<file path="config.mk">
export PLATFORM = sky130hd
export DESIGN_NAME = updown_mod_counter
export DESIGN_NICKNAME = d
export VERILOG_FILES = /design/src/rtl/counter_pkg.sv /design/src/rtl/counter_next_calc.sv /design/src/rtl/updown_mod_counter.sv
export SDC_FILE = /design/constraint.sdc
export NUM_CORES = 1
export LEC_CHECK = 0
export ABC_AREA = 0
export BUFFER_PORTS_ARGS = -buffer_cell sky130_fd_sc_hd__buf_4
export CORE_MARGIN = 3
export CORE_UTILIZATION = 50
export CTS_CLUSTER_DIAMETER = 150
export CTS_CLUSTER_SIZE = 8
export DETAILED_ROUTE_END_ITERATION = 12
export PLACE_DENSITY = 0.72
export SETUP_SLACK_MARGIN = 0.05
export SLEW_MARGIN = 20
export SYNTH_ARGS = -nofsm -noshare
export SYNTH_HDL_FRONTEND = slang
export SYNTH_SLANG_ARGS = --single-unit
export TNS_END_PERCENT = 30
</file>
<file path="constraint.sdc">
create_clock -name clk -period 4.6 [get_ports clk]
set_clock_uncertainty 0.1 [all_clocks]
set_input_delay 1.15 -clock clk [delete_from_list [all_inputs] [get_ports clk]]
set_output_delay 1.15 -clock clk [all_outputs]
set_load 0.01 [all_outputs]
</file>
<file path="src/rtl/counter_pkg.sv">
// Shared types for the up/down modulo counter.
//   cnt_mode_e : boundary behaviour (wrap around or saturate)
//   cnt_dir_e  : count direction
package counter_pkg;

  typedef enum logic {CNT_WRAP = 1'b0, CNT_SAT = 1'b1} cnt_mode_e;
  typedef enum logic {CNT_DOWN = 1'b0, CNT_UP  = 1'b1} cnt_dir_e;

endpackage

</file>
<file path="src/rtl/counter_next_calc.sv">
// Combinational next-count calculator for one enabled count cycle.
//   count : current registered count (may exceed limit if limit dropped)
//   s     : effective step, already clamped to <= limit
//   limit : terminal value, legal range 0..limit
//   dir   : CNT_UP / CNT_DOWN
//   mode  : CNT_WRAP / CNT_SAT
//   nxt   : next count value
//   evt   : boundary event (wrap, saturation, or out-of-range recovery)
import counter_pkg::*;

module counter_next_calc #(
  parameter int WIDTH = 4
) (
  input  logic [WIDTH-1:0] count,
  input  logic [WIDTH-1:0] s,
  input  logic [WIDTH-1:0] limit,
  input  cnt_dir_e         dir,
  input  cnt_mode_e        mode,
  output logic [WIDTH-1:0] nxt,
  output logic             evt
);

  // One extra bit so count+s and limit+1 never truncate.
  logic [WIDTH:0] c, sx, lim, lim1, sum;

  assign c    = {1'b0, count};
  assign sx   = {1'b0, s};
  assign lim  = {1'b0, limit};
  assign lim1 = lim + 1'b1;
  assign sum  = c + sx;

  always_comb begin
    nxt = count;
    evt = 1'b0;
    if (c > lim) begin
      // limit was lowered under us: snap back into range regardless of dir
      nxt = (mode == CNT_SAT) ? limit : '0;
      evt = 1'b1;
    end else if (s == '0) begin
      nxt = count;
    end else if (dir == CNT_UP) begin
      if (sum > lim) begin
        evt = 1'b1;
        nxt = (mode == CNT_SAT) ? limit : WIDTH'(sum - lim1);
      end else begin
        nxt = WIDTH'(sum);
      end
    end else begin
      if (c < sx) begin
        evt = 1'b1;
        nxt = (mode == CNT_SAT) ? '0 : WIDTH'(c + lim1 - sx);
      end else begin
        nxt = WIDTH'(c - sx);
      end
    end
  end

endmodule

</file>
<file path="src/rtl/updown_mod_counter.sv">
// Up/down counter with runtime modulus (0..limit), variable step,
// wrap or saturate at boundaries, and boundary event/sticky flags.
//   clk, rst_n  : clock, async active-low reset
//   load_n      : sync load (active low), beats ce
//   ce          : count enable
//   up_down     : 1 up, 0 down
//   sat_mode    : 0 wrap, 1 saturate
//   step        : per-cycle amount (clamped to limit)
//   limit       : terminal count value
//   data_load   : load value (clamped to limit)
//   clr_ovf     : clears ovf_sticky (a same-cycle event wins)
//   count_out   : registered count
//   max_count   : count_out == limit (combinational)
//   zero        : count_out == 0 (combinational)
//   bound_evt   : one-cycle registered event pulse
//   ovf_sticky  : sticky event flag
import counter_pkg::*;

module updown_mod_counter #(
  parameter int WIDTH  = 4,
  parameter int STEP_W = 2
) (
  input  logic              clk,
  input  logic              rst_n,
  input  logic              load_n,
  input  logic              ce,
  input  logic              up_down,
  input  logic              sat_mode,
  input  logic [STEP_W-1:0] step,
  input  logic [WIDTH-1:0]  limit,
  input  logic [WIDTH-1:0]  data_load,
  input  logic              clr_ovf,
  output logic [WIDTH-1:0]  count_out,
  output logic              max_count,
  output logic              zero,
  output logic              bound_evt,
  output logic              ovf_sticky
);

  logic [WIDTH-1:0] step_w, s, calc_nxt, cnt_d;
  logic             calc_evt, evt_d, ld_clamp;
  cnt_mode_e        mode;
  cnt_dir_e         dir;

  assign mode     = cnt_mode_e'(sat_mode);
  assign dir      = cnt_dir_e'(up_down);
  assign step_w   = WIDTH'(step);
  assign s        = (step_w < limit) ? step_w : limit;
  assign ld_clamp = data_load > limit;

  counter_next_calc #(.WIDTH(WIDTH)) u_calc (
    .count (count_out),
    .s     (s),
    .limit (limit),
    .dir   (dir),
    .mode  (mode),
    .nxt   (calc_nxt),
    .evt   (calc_evt)
  );

  always_comb begin
    cnt_d = count_out;
    evt_d = 1'b0;
    if (!load_n) begin
      cnt_d = ld_clamp ? limit : data_load;
      evt_d = ld_clamp;
    end else if (ce) begin
      cnt_d = calc_nxt;
      evt_d = calc_evt;
    end
  end

  always_ff @(posedge clk or negedge rst_n) begin
    if (!rst_n) begin
      count_out  <= '0;
      bound_evt  <= 1'b0;
      ovf_sticky <= 1'b0;
    end else begin
      count_out  <= cnt_d;
      bound_evt  <= evt_d;
      ovf_sticky <= evt_d | (ovf_sticky & ~clr_ovf);
    end
  end

  assign max_count = (count_out == limit);
  assign zero      = (count_out == '0);

endmodule

</file>
==> flow_metrics.py, run 1 <==
metrics = {
    "outcome": {
        "status": "complete, no violations",
    },
    "logic_synthesis": {
        "synth_top_area_share_pct": 22.19,
        "synth_ff_type": "dfrtp_1",
        "synth.largest_area_cell": "ha_1",
        "synthTopCellsByArea": "ha_1 22%, dfrtp_1 9.2%, fa_1 7.3%",
        "yosysUniqueCellTypes": 55,
        "ys_async_sr_fraction_pct": 100.0,
        "synth_compound_area_share_pct": 23.34,
        "synth.yosys.seq_area_share_pct": 9.181,
        "syn_avg_cell_area_um2": 8.473,
        "synth_xor_area_share_pct": 6.197,
        "syn_inst": 193,
        "ys_seq_elements": 6,
        "yosysWarnings": 0,
        "synth_edf_count": 0,
        "synth_top_family_by_area": "adder cells",
        "synth_fa_ha_area_share_pct": 29.53,
        "synth_common_cells": "29 x ha_1, 22 x inv_1, 10 x a21oi_1, 10 x nand2_1, 9 x nand3_1",
        "yosysMostFrequentCell": "ha_1",
        "muxShareOfSynthArea_pct": 4.744,
        "yosys.area_share.simple_pct": 18.75,
        "syn-cell-area_um2": 1635,
    },
    "routing": {
        "drcViolationCount": 0,
        "routed_wl_mm": 4.816,
        "first_pass_iters": 4,
        "vias": 1682,
        "drt_first_iter_violations": 115,
        "wl_per_cell_um": 16.84,
        "avgViaCountPerCell": 5.881,
        "ant_nets": 0,
    },
    "floorplanning": {
        "die_h_um": 63.19,
        "ios": 25,
        "fp.dieW_um": 63.19,
        "start_util_pct": 53.13,
        "coreArea_um2": 3078,
        "die_area_um2": 3993,
        "rows": 20,
    },
    "setup_path": {
        "r2r-start": "count_out[2]",
        "r2r_setup_slack_ns": 1.25,
        "critical_path.endpoint_type": "flop",
        "crit_path_cell_trace": "buf_8, clkinvlp_4, ha_4, or3b_4, a31o_1, nand2_2, inv_2, fa_2, inv_2, ha_4, and3b_1, o211ai_1, buf_4, nand2_4, mux2_4, a211o_1, a221o_1",
        "path_class": "in2reg",
        "rr_worst_depth": 10,
        "crit_buf_inv": 5,
        "cp.required_ns": 4.63,
        "crit_slowest_cell": "fa_2",
        "critPathArrivalTime_ns": 4.56,
        "path_delay_family": "compound AO/OA/AOI/OAI gates",
        "rr_endpoint": "count_out[1]",
        "critPathLaunchType": "input pin",
        "slowest_delay_ns": 0.54,
        "cp_max_fo": 3,
    },
    "power": {
        "leakage_nw": 1.094,
        "p_sw_uw": 451.6,
        "seq_power_share_pct": 10.0,
        "p_total_uw": 960.3,
        "swShare_pct": 47.03,
        "p_per_area_nw_per_um2": 444.1,
        "p_clk_share_pct": 5.0,
        "intPower_uw": 508.7,
        "combPwrFrac_pct": 85.0,
        "peakVddDrop_v": 0.0002869,
    },
    "global_routing": {
        "grt_use_total_pct": 24.35,
        "grt_pass1_wl_mm": 7.769,
        "antenna_found_initial": 0,
        "grt.overflow.total": 0,
        "grt_pass1_vias": 1692,
        "grt_max_degree": 14,
    },
    "placement": {
        "place_inst": 275,
        "portBuffers": 24,
        "dp_hpwl_mm": 3.872,
        "gp_congestion": 0.9542,
        "dpl_cell_area_um2": 1984,
    },
    "finish": {
        "antennaDiodeCount": 0,
        "fin_area_um2": 2162,
        "layout-drive-gt1-share_pct": 31.82,
        "area_growth_pct": 32.21,
        "fin_nets": 296,
        "fin_cells": 286,
    },
    "timing": {
        "fin_crit_ns": 4.539,
        "hold_viol_final": 0,
        "fin_crit_sh_pct": 98.68,
        "finalSetupViolCount": 0,
        "fmax_mhz": 220.3,
        "rsz0062_at_grt": "true",
        "finalMaxSlewViolations": 0,
    },
    "min_path": {
        "worstHoldStart": "ovf_sticky",
        "holdPathStages": 1,
        "hold_end": "ovf_sticky",
        "min_path_type": "reg2reg",
    },
    "cts": {
        "insertion_delay_ns": 0.24,
        "htreeDepth": 1,
        "numCtsBuffers": 3,
        "clk_root_buffer_cell": "clkbuf_4",
        "clockBufferDepth": 2,
        "clock-sinks": 6,
        "cts_tree": "done",
        "clk_pin_slew_ns": 0.05,
    },
    "run": {
        "maxCapViolCount": 0,
    },
}
per-layer routing:
metal / global-route usage [%] / routed length (um) / up-vias
met1: 30.05 / 2051 / 784
li1: - / - / 808
met2: 43.08 / 2367 / 74
met3: 2.674 / 277 / 16
met5: 0 / 0 / -
met4: 9.434 / 120 / 0
what timing repair did:
action | in CTS | in global routing
cloned | 0 | 0
resized for setup | 6 | 11
pin swaps | 12 | 13
setup endpoints to repair | 3 | 4
hold buffers | 0 | 0
setup buffers | 5 | 3
cells in the final DEF, fill, tap and decap left out, types with 3 or more instances in the layout:
cell type,count
buf_4,48
ha_1,25
inv_1,19
nand2_1,9
nand3_1,9
a21oi_1,9
nor2_1,7
nand4_1,6
dfrtp_1,6
a21o_1,5
fa_1,5
conb_1,5
xor2_1,4
xnor2_1,4
o211ai_1,4
and3_1,4
mux2i_1,4
ha_4,4
inv_2,3
nor3b_1,3
nor2b_1,3
o21ai_1,3
clkbuf_4,3
power by group through the flow:
stage                     clock network [mW]  logic (mW)  registers, mW
after global placement                     0       0.676         0.0946
after global routing                  0.0524       0.886         0.0979
after CTS                             0.0488       0.743         0.0938
after floorplan                            0       0.490         0.0962
final                                 0.0479       0.816         0.0964
after detailed placement                   0       0.713         0.0947
metrics by stage:
stage | setup WS, ns | hold slack (ns) | setup TNS [ns] | util, %
after floorplan | -0.1493 | 0.4184 | -0.1493 | -
after global placement | -0.2467 | 0.3637 | -0.6719 | 64.47
after detailed placement | -0.3680 | 0.3677 | -1.098 | 64.47
after CTS | 0.03887 | 0.3772 | 0 | 67.72
after global routing | -0.04048 | 0.3858 | -0.07896 | 70.24
final | 0.06088 | 0.3750 | 0 | 70.24
flip-flops by register name, indices dropped and copies added (netlist names):
name and flops:
count_out 4, bound_evt 1, ovf_sticky 1
final cells by class:
| type | count | area (um^2) |
|---|---|---|
| Fill cell | 249 | 915.9 |
| Clock buffer | 3 | 22.52 |
| Inverter | 23 | 90.09 |
| Tap cell | 44 | 55.05 |
| Sequential cell | 6 | 150.1 |
| Timing Repair Buffer | 50 | 386.6 |
| Multi-Input combinational cell | 160 | 1458 |
how the worst max path moves through the flow:
| stage | slack [ns] | to | from | depth (start not counted) |
|---|---|---|---|---|
| floorplan | -0.15 | count_out[1] | limit[1] | 15 |
| global placement | -0.25 | count_out[2] | limit[1] | 17 |
| detailed placement | -0.37 | count_out[2] | limit[1] | 17 |
| CTS | 0.04 | count_out[1] | limit[1] | 16 |
| global route | -0.04 | count_out[1] | limit[1] | 17 |
| finish | 0.06 | count_out[1] | limit[1] | 17 |
logic make-up after synthesis:
family,after synthesis
compound gates,48
xor+xnor,10
fa+ha+maj,35
buf+inv,30
flops,6
mux,7
other cells,2
simple gates,55
Power figures use the tool's default switching activity.
==> run 2, diff against run 1 <==
- CORE_ASPECT_RATIO: default -> 0.6
- clock period: 4.6 -> 4.2 ns (I/O delays scaled with it)
==> run 2 against run 1 <==
- the flow now finishes with violations (negative setup slack)
- global-route usage is 1.2 points higher
- clock power is 81% higher
- critical endpoint unchanged
- critical path type unchanged
- non-clock buffer count is 3 higher
- utilization is 2.9 points higher
==> flow_metrics.py, run 2 (same netlist as run 1, synthesis figures left out) <==
metrics = {
    "cts": {
        "clk_pin_slew_ns": 0.04,
        "insertion_delay_ns": 0.22,
        "cts_tree": "done",
        "numCtsBuffers": 3,
        "clockBufferDepth": 2,
        "clk_root_buffer_cell": "clkbuf_8",
        "htreeDepth": 1,
        "cts_hold_buf": 0,
        "clock-sinks": 6,
    },
    "timing": {
        "slew_headroom_pct": 64.97,
        "hold_viol_final": 0,
        "tightest_slew_ns": 0.5255,
        "fin_crit_sh_pct": 108.0,
        "finalMaxSlewViolations": 0,
        "rsz0062_at_grt": "true",
        "fin_crit_ns": 4.537,
        "fmax_mhz": 220.4,
        "finalSetupTns_ns": -1.326,
        "finalSetupViolCount": 6,
        "postLayoutSetupSlackWorst_ns": -0.3372,
    },
    "placement": {
        "place_inst": 275,
        "gp_congestion": 0.9883,
        "dpl_cell_area_um2": 1997,
        "portBuffers": 24,
        "dp_hpwl_mm": 3.987,
    },
    "setup_path": {
        "crit_path_cell_trace": "buf_8, clkinvlp_4, ha_4, or3b_4, a31o_1, nand2_2, inv_2, fa_2, inv_2, ha_4, nand4_1, a221oi_4, nand2_4, mux2_4, a211o_1, a221o_1",
        "cp.required_ns": 4.20,
        "path_class": "in2reg",
        "crit_buf_inv": 4,
        "path_delay_family": "compound AO/OA/AOI/OAI gates",
        "critPathArrivalTime_ns": 4.54,
        "crit_slowest_cell": "fa_2",
        "critical_path.endpoint_type": "flop",
        "slowest_delay_ns": 0.57,
        "critPathLaunchType": "input pin",
        "cp_max_fo": 3,
    },
    "floorplanning": {
        "die_h_um": 50.30,
        "fp.dieW_um": 79.83,
        "rows": 15,
        "die_area_um2": 4015,
        "start_util_pct": 54.46,
        "coreArea_um2": 3003,
        "ios": 25,
    },
    "finish": {
        "fin_nets": 299,
        "regMostFlops": "count_out",
        "fin_util_pct": 73.17,
        "largest_register_ffs": 4,
        "fin_area_um2": 2197,
        "fin_cells": 287,
        "mostFrequentLayoutCell": "buf_4",
        "layout-drive-gt1-share_pct": 32.65,
        "fillCellCount": 222,
        "top_regs": "count_out: 4 flops, bound_evt: 1 flops, ovf_sticky: 1 flops",
        "antennaDiodeCount": 0,
        "final_cell_mix": "52 x buf_4, 25 x ha_1, 19 x inv_1",
        "area_growth_pct": 34.35,
    },
    "routing": {
        "wl_per_cell_um": 17.54,
        "drt_first_iter_violations": 89,
        "ant_nets": 0,
        "drcViolationCount": 0,
        "avgViaCountPerCell": 5.909,
        "first_pass_iters": 5,
        "routed_wl_mm": 5.033,
        "vias": 1696,
    },
    "outcome": {
        "failed_checks": "negative setup slack",
        "status": "finished, violations left",
    },
    "min_path": {
        "min_path_type": "reg2reg",
    },
    "global_routing": {
        "grt_pass1_vias": 1658,
        "grt_pass1_wl_mm": 7.983,
        "grt_use_total_pct": 25.54,
        "grt.overflow.total": 0,
        "antenna_found_initial": 0,
        "grt_max_degree": 14,
    },
    "run": {
        "maxCapViolCount": 0,
    },
    "power": {
        "p_per_area_nw_per_um2": 500.6,
        "peakVddDrop_v": 0.0003210,
        "leakage_nw": 1.115,
        "p_total_mw": 1.100,
    },
}
-- run 2: cell types whose count changed in the layout (fill, tap and decap cells not counted), sizes merged --
cell  delta
buf      +3
-- run 2: area by class of cell --
type	instances	area (um^2)	share of cell area, %
timing repair buffer	53	405.4	18.45
tap	42	52.55	2.392
inverter	23	90.09	4.100
sequential	6	150.1	6.834
multi-input combinational	160	1458	66.34
clock buffer	3	41.29	1.879
-- run 2: per-layer routing --
| metal | global-route usage (%) | wire length (um) | vias to the layer above | part of all wire (%) |
|---|---|---|---|---|
| met3 | 3.226 | 345 | 4 | 6.9 |
| met5 | 0 | 0 | - | 0 |
| li1 | - | - | 807 | - |
| met2 | 38.92 | 2158 | 79 | 43 |
| met1 | 39.26 | 2508 | 806 | 50 |
| met4 | 3.090 | 21 | 0 | 0.42 |
-- run 2: path summary, 6_finish.rpt --
path / slack [ns] / cells after the start / start / to
worst max-delay path: -0.34 / 16 / limit[1] / count_out[1]
worst min-delay path: 0.38 / 1 / ovf_sticky / ovf_sticky
worst max register to register: 0.74 / 10 / count_out[1] / count_out[1]
worst min register to register: 0.38 / 1 / ovf_sticky / ovf_sticky
max in group asynchronous: 3.35 / 1 / rst_n / count_out[1]
min in group asynchronous: 0.53 / 1 / rst_n / bound_evt
-- run 2: metrics by stage --
step / hold slack (ns) / setup WS [ns]
final: 0.3842 / -0.3372
after global routing: 0.4118 / -0.4306
after CTS: 0.3864 / -0.3059
after detailed placement: 0.3840 / -0.6628
after global placement: 0.3624 / -0.5705
after floorplan: 0.4184 / -0.4493
-- run 2: power breakdown --
part           switching, mW  total, mW  internal [mW]
Sequential            0.0395      0.114         0.0740
Combinational          0.440      0.900          0.460
Clock                 0.0251     0.0867         0.0616
Total                  0.505       1.10          0.595
-- run 2: what timing repair did --
| item | 4_1_cts | 5_1_grt |
|---|---|---|
| endpoints found under the setup margin | 6 | 6 |
| resized for setup | 9 | 6 |
| buffers inserted | 6 | 3 |
| pin swaps | 15 | 10 |
